==> config.mk <==
export PLATFORM = sky130hd
export DESIGN_NAME = mul_div_unit
export DESIGN_NICKNAME = d
export VERILOG_FILES = /design/src/rtl/mul_div_unit.sv
export SDC_FILE = /design/constraint.sdc
export NUM_CORES = 2
export LEC_CHECK = 0
export BUFFER_PORTS_ARGS = -buffer_cell sky130_fd_sc_hd__buf_2
export CORE_MARGIN = 2
export CORE_UTILIZATION = 53
export CTS_BUF_LIST = sky130_fd_sc_hd__clkbuf_2 sky130_fd_sc_hd__clkbuf_4 sky130_fd_sc_hd__clkbuf_8
export CTS_CLUSTER_DIAMETER = 120
export DETAILED_ROUTE_END_ITERATION = 8
export PLACE_DENSITY_LB_ADDON = 0.05
export SYNTH_ARGS = -nofsm -noshare
export SYNTH_HDL_FRONTEND = slang
export SYNTH_SLANG_ARGS = --single-unit
==> constraint.sdc <==
create_clock -name clk -period 13.7 [get_ports clk]
set_clock_uncertainty 0.05 [all_clocks]
set_input_delay 1.37 -clock clk [delete_from_list [all_inputs] [get_ports clk]]
set_output_delay 1.37 -clock clk [all_outputs]
set_load 0.03 [all_outputs]
==> src/rtl/mul_div_unit.sv <==
// mul_div_unit: EX-stage multiply/divide unit that feeds the HI/LO register.
// It computes 64-bit {HI,LO} write data for the MULT/MADD/MSUB family
// (one-cycle multiply), DIV/DIVU (restoring divide) and MTHI/MTLO.
// While a multi-cycle operation is in flight it raises stallreq.
module mul_div_unit #(
  parameter int DIV_ITERS = 32
) (
  input  logic        clk,
  input  logic        rst,
  input  logic [3:0]  mdu_op,
  input  logic [31:0] opr1,
  input  logic [31:0] opr2,
  input  logic [63:0] hilo_rdata,
  input  logic        stall,
  input  logic        flush,
  output logic        hilo_wen,
  output logic [63:0] hilo_wdata,
  output logic        stallreq,
  output logic        busy
);

  typedef enum logic [1:0] {S_IDLE, S_MUL, S_DIV, S_DONE} state_e;

  typedef enum logic [3:0] {
    OP_NOP   = 4'd0,
    OP_MULT  = 4'd1,
    OP_MULTU = 4'd2,
    OP_DIV   = 4'd3,
    OP_DIVU  = 4'd4,
    OP_MTHI  = 4'd5,
    OP_MTLO  = 4'd6,
    OP_MADD  = 4'd7,
    OP_MADDU = 4'd8,
    OP_MSUB  = 4'd9,
    OP_MSUBU = 4'd10
  } op_e;

  localparam int CW = (DIV_ITERS > 1) ? $clog2(DIV_ITERS) : 1;
  localparam logic [CW-1:0] CNT_LAST = CW'(DIV_ITERS - 1);

  state_e        state_q, state_d;
  op_e           op_q, op_d;
  logic [31:0]   a_q, a_d;        // raw opr1 (multiplicand / div-by-zero HI)
  logic [31:0]   b_q, b_d;        // raw opr2 (multiplier)
  logic [31:0]   dvs_q, dvs_d;    // divisor magnitude
  logic [31:0]   rem_q, rem_d;    // partial remainder
  logic [31:0]   quo_q, quo_d;    // dividend shifting out / quotient shifting in
  logic [63:0]   prod_q, prod_d;
  logic [CW-1:0] cnt_q, cnt_d;
  logic          qneg_q, qneg_d;
  logic          rneg_q, rneg_d;
  logic          dz_q, dz_d;

  // Datapath helpers shared by the next-state logic.
  logic        mul_signed;
  logic [63:0] ext_a, ext_b, product;
  logic [32:0] shifted, trial;
  logic [31:0] quo_fix, rem_fix;
  logic [63:0] div_result;
  logic        div_signed;

  assign mul_signed = (op_q == OP_MULT) || (op_q == OP_MADD) || (op_q == OP_MSUB);
  assign ext_a      = mul_signed ? {{32{a_q[31]}}, a_q} : {32'd0, a_q};
  assign ext_b      = mul_signed ? {{32{b_q[31]}}, b_q} : {32'd0, b_q};
  assign product    = ext_a * ext_b;

  // One restoring step: shift the next dividend bit into the remainder and
  // try to subtract the divisor; a clear borrow bit means the subtract stands.
  assign shifted    = {rem_q, quo_q[31]};
  assign trial      = shifted - {1'b0, dvs_q};

  assign quo_fix    = qneg_q ? (32'd0 - quo_q) : quo_q;
  assign rem_fix    = rneg_q ? (32'd0 - rem_q) : rem_q;
  assign div_result = dz_q ? {a_q, 32'hFFFF_FFFF} : {rem_fix, quo_fix};

  assign div_signed = (mdu_op == OP_DIV);
  assign busy       = (state_q != S_IDLE);

  // State and operand registers; reset clears everything so an aborted
  // operation leaves no stale result behind.
  // NOTE: sequential state uses non-blocking (<=) so all registers update
  // together from the values sampled at the edge.
  always_ff @(posedge clk or posedge rst) begin
    if (rst) begin
      state_q <= S_IDLE;
      op_q    <= OP_NOP;
      a_q     <= '0;
      b_q     <= '0;
      dvs_q   <= '0;
      rem_q   <= '0;
      quo_q   <= '0;
      prod_q  <= '0;
      cnt_q   <= '0;
      qneg_q  <= 1'b0;
      rneg_q  <= 1'b0;
      dz_q    <= 1'b0;
    end else begin
      state_q <= state_d;
      op_q    <= op_d;
      a_q     <= a_d;
      b_q     <= b_d;
      dvs_q   <= dvs_d;
      rem_q   <= rem_d;
      quo_q   <= quo_d;
      prod_q  <= prod_d;
      cnt_q   <= cnt_d;
      qneg_q  <= qneg_d;
      rneg_q  <= rneg_d;
      dz_q    <= dz_d;
    end
  end

  // Next-state, datapath update and output decode.
  // NOTE: every signal written here gets a default first, so no path can
  // leave one unassigned and infer a latch.
  always_comb begin
    state_d    = state_q;
    op_d       = op_q;
    a_d        = a_q;
    b_d        = b_q;
    dvs_d      = dvs_q;
    rem_d      = rem_q;
    quo_d      = quo_q;
    prod_d     = prod_q;
    cnt_d      = cnt_q;
    qneg_d     = qneg_q;
    rneg_d     = rneg_q;
    dz_d       = dz_q;
    hilo_wen   = 1'b0;
    hilo_wdata = 64'd0;
    stallreq   = 1'b0;

    unique case (state_q)
      S_IDLE: begin
        case (mdu_op)
          OP_MTHI: begin
            hilo_wen = !stall;
            if (!stall) hilo_wdata = {opr1, hilo_rdata[31:0]};
          end
          OP_MTLO: begin
            hilo_wen = !stall;
            if (!stall) hilo_wdata = {hilo_rdata[63:32], opr1};
          end
          OP_MULT, OP_MULTU, OP_MADD, OP_MADDU, OP_MSUB, OP_MSUBU: begin
            op_d     = op_e'(mdu_op);
            a_d      = opr1;
            b_d      = opr2;
            stallreq = 1'b1;
            state_d  = S_MUL;
          end
          OP_DIV, OP_DIVU: begin
            op_d     = op_e'(mdu_op);
            a_d      = opr1;
            b_d      = opr2;
            quo_d    = (div_signed && opr1[31]) ? (32'd0 - opr1) : opr1;
            dvs_d    = (div_signed && opr2[31]) ? (32'd0 - opr2) : opr2;
            rem_d    = 32'd0;
            qneg_d   = div_signed && (opr1[31] ^ opr2[31]);
            rneg_d   = div_signed && opr1[31];
            dz_d     = (opr2 == 32'd0);
            cnt_d    = '0;
            stallreq = 1'b1;
            state_d  = S_DIV;
          end
          default: ;
        endcase
      end

      S_MUL: begin
        prod_d   = product;
        stallreq = 1'b1;
        state_d  = S_DONE;
      end

      S_DIV: begin
        stallreq = 1'b1;
        if (dz_q) begin
          state_d = S_DONE;
        end else begin
          if (!trial[32]) begin
            rem_d = trial[31:0];
            quo_d = {quo_q[30:0], 1'b1};
          end else begin
            rem_d = shifted[31:0];
            quo_d = {quo_q[30:0], 1'b0};
          end
          if (cnt_q == CNT_LAST) begin
            state_d = S_DONE;
          end else begin
            cnt_d = cnt_q + 1'b1;
          end
        end
      end

      S_DONE: begin
        if (!stall) begin
          hilo_wen = 1'b1;
          unique case (op_q)
            OP_MADD, OP_MADDU: hilo_wdata = hilo_rdata + prod_q;
            OP_MSUB, OP_MSUBU: hilo_wdata = hilo_rdata - prod_q;
            OP_DIV, OP_DIVU:   hilo_wdata = div_result;
            default:           hilo_wdata = prod_q;
          endcase
          state_d = S_IDLE;
        end
      end

      default: state_d = S_IDLE;
    endcase

    // Flush cancels whatever is in flight and suppresses any write.
    if (flush) begin
      state_d    = S_IDLE;
      cnt_d      = '0;
      hilo_wen   = 1'b0;
      hilo_wdata = 64'd0;
      stallreq   = 1'b0;
    end
  end

endmodule

==> impl_metrics.ini <==
[routing]
drt.antenna.violating_nets = 0
detail_route.iter0.violations = 4698
detail_route.vias_per_cell = 5.857
detail_route.wirelength_um = 247200
wl_met3_um = 18600
wl_met1_um = 93420
drt_drc_violations_left = 0
met2RoutedLength_um = 118500
detailroute.via_count = 55760
drt-pass1-iter-count = 6
route.detailed.wl_per_inst_um = 25.97
maxUsedRoutingLayer = met5

[clock_tree]
h-tree-depth = 2
cts_made_buffers = 41
clk_transition_reported_paths_ns = 0.07
clk-insertion-delay-late_ns = 0.65
cts-root-to-sink-buffers = 3
post_cts.resized_instances = 0
clock_sink_count = 238
cts.hold.buffers_added = 0
cts_tree = done
post_cts.repair.setup_buffers = 0
clock_tree.root_cell = clkbuf_8

[grt]
gr-total-overflow = 0
first_global_vias = 59130
antenna_found_initial = 19
global_route_wire_length_before_repair_um = 374200
grt_util_all_layers = 0.3833
grt_start_max_net_pins = 146

[worst_setup_path]
path_type_of_the_worst_setup_path = flip-flop to flip-flop
worst_r2r_endpoint = prod_q[63]
r2r_slack_ns = 3.06
crit_top_cell = fa_1
timing.rr.start = op_q[3]
critPathSlowestCell = fa_1
path_max_fanout = 19
cpPeakStageDelay_ns = 0.92
worst_setup_path_end_kind = flip-flop
critPathArrivalTime_ns = 11.06
critical_path.startpoint_type = flip-flop
r2r_cell_count = 30
worst_ep_required_time_ns = 14.11

[synth]
flop_and_latch_count_out_of_synthesis = 238
asr_flop_ratio_synth = 1.000
ys_warn_count = 0
ys_dominant_reg_cell = dfrtp_1
netlist_area_um2 = 68880
synth_top_cell_area_share = 0.4119
post_synth_inst_count = 7813
synth.largest_area_cell = fa_1
synth-edff-count = 0
synth.lib_cells_used.distinct = 89
seq_area_frac_synth = 0.08647
syn-num-nets = 9786
synthTopCellsByArea = fa_1 41%, inv_1 9.0%, dfrtp_1 8.6%
syn-mean-instance-area_um2 = 8.816

[final_layout]
finalNetCount = 9716
area_growth_syn_to_layout_pct = 4.934
layout-drive-gt1-share = 0.07270

[sta]
timing.fmax_mhz = 93.96
fin_crit_ns = 10.64
finalSetupTns_ns = 0
grt_setup_unrepaired = false
worstMarginPinSlew_ns = 1.235
timing.final.hold_violations = 0
max_slew_margin = 0.1764
setup_violations = 0
final-max-slew-violation-count = 0
fin_crit_sh = 0.7769

[placed_design]
gpl.final_weighted_congestion = 0.9854
portBuffers = 202
hpwl_detailed_um = 194200

[run_status]
run_status = finished clean

[floorplan]
floorplan.die.height_um = 364.5
top_level_ports = 203
floorplan.rows = 132
core_area_um2 = 129300
die_x_um = 364.5
die_area_um2 = 132900
floorplan.initialDensity = 0.5326

[min_path]
hold_class = flip-flop to flip-flop
hold_wc_startpoint = dvs_q[30]
timing.hold.worst_path_depth = 2
worstHoldEndpoint = dvs_q[30]

[run]
drv.max_cap_violation_count = 0
## worst max-delay path, delay by kind of cell (launching register included)
family                     cells  cell delay [ns]
muxes                          2             0.51
DFF                            1             0.44
adders and majority gates     11             6.10
buffers and inverters          6             0.69
xor gates and xnor gates       1             0.10
and+or+nand+nor                5             1.38
AOI/OAI and AO/OA              5             1.19
## synthesized netlist by cell type (10+ instances only)
| master | number |
|---|---|
| and2_1 | 365 |
| dfrtp_1 | 238 |
| xnor2_1 | 229 |
| xor2_1 | 152 |
| nand2_1 | 1061 |
| o31ai_1 | 35 |
| or4_1 | 16 |
| nand2b_1 | 33 |
| o21ai_1 | 33 |
| nand4_1 | 32 |
| nand3_1 | 52 |
| o21bai_1 | 27 |
| or2_2 | 15 |
| o41ai_1 | 18 |
| fa_1 | 1417 |
| buf_1 | 17 |
| a21o_1 | 98 |
| or3_1 | 29 |
| o22a_1 | 12 |
| o21ai_0 | 266 |
| a21oi_1 | 286 |
| a221oi_1 | 16 |
| o211ai_1 | 43 |
| o22ai_1 | 20 |
| inv_1 | 1649 |
| ha_1 | 420 |
| mux2i_1 | 28 |
| nor3_1 | 61 |
| o21a_1 | 31 |
| a21boi_0 | 10 |
| nor4_1 | 16 |
| nor2b_1 | 23 |
| a31oi_1 | 33 |
| and3_1 | 24 |
| a22o_1 | 40 |
| clkbuf_1 | 407 |
| a211oi_1 | 30 |
| nor2_1 | 224 |
| a22oi_1 | 96 |
| mux2_2 | 102 |
## worst max path at each step
stage	startpoint	cells after the start	endpoint	slack, ns
global placement	op_q[3]	29	prod_q[63]	3.27
global route	op_q[3]	30	prod_q[63]	2.49
detailed placement	op_q[3]	29	prod_q[63]	3.16
CTS	op_q[3]	29	prod_q[63]	3.06
finish	op_q[3]	30	prod_q[63]	3.06
floorplan	op_q[3]	32	prod_q[63]	4.08
## routing by layer
layer,track usage,vias up
met1,0.4725,28690
met2,0.6455,2374
met5,0,-
li1,-,23950
met3,0.06485,728
met4,0.2037,10
## registers in the layout, summed over array words and instances (netlist names)
signal / flops
a_q: 32
qneg_q: 1
state_q: 2
dz_q: 1
rem_q: 32
quo_q: 32
b_q: 32
dvs_q: 32
rneg_q: 1
prod_q: 64
cnt_q: 5
op_q: 4
## cells in the final DEF, fill, tap and decap left out, types with 30 or more instances in the layout
cell and count:
inv_1 1648, fa_1 1417, nand2_1 1059, ha_1 419, and2_1 365, a21oi_1 285
o21ai_0 266, xnor2_1 229, dfrtp_1 228, nor2_1 220, buf_2 202, xor2_1 152
buf_4 115, mux2_2 102, a21o_1 98, a22oi_1 96, nor3_1 59, nand3_1 52
clkbuf_8 50, o211ai_1 43, a22o_1 40, o31ai_1 35, a31oi_1 33, o21ai_1 33
nand2b_1 33, nand4_1 32, o21a_1 31, a211oi_1 30
## logic make-up after synthesis
| logic type | after synthesis | synth area share |
|---|---|---|
| flops | 238 | 0.08647 |
| xor+xnor | 381 | 0.04845 |
| mux | 130 | 0.02075 |
| fa+ha+maj | 1837 | 0.4881 |
| compound gates | 1161 | 0.1091 |
| simple gates | 1986 | 0.1332 |
| buf+inv | 2080 | 0.1139 |
## layout make-up
type	instances	area (um^2)
Fill cell	12230	57040
Multi-Input combinational cell	5495	55150
Inverter	1649	6197
Sequential cell	238	5968
Tap cell	1742	2180
Timing Repair Buffer	318	1894
Clock buffer	58	748.2
Clock inverter	14	122.6
Antenna cell	6	15.01
## stage by stage
step,setup WS (ns),util,cells,hold WS (ns),instance area (um^2)
floorplan,4.085,-,7813,0.3998,68880
global route,2.486,0.5588,9515,0.4639,72260
global placement,3.268,0.5520,9442,0.4169,71390
finish,3.057,0.5589,9520,0.4272,72280
CTS,3.063,0.5588,9514,0.4355,72260
detailed placement,3.163,0.5520,9442,0.4210,71390
Power is left out: the tool's default activity adds up to more than one toggle a clock period on the data nets, which glitch-free logic cannot reach.
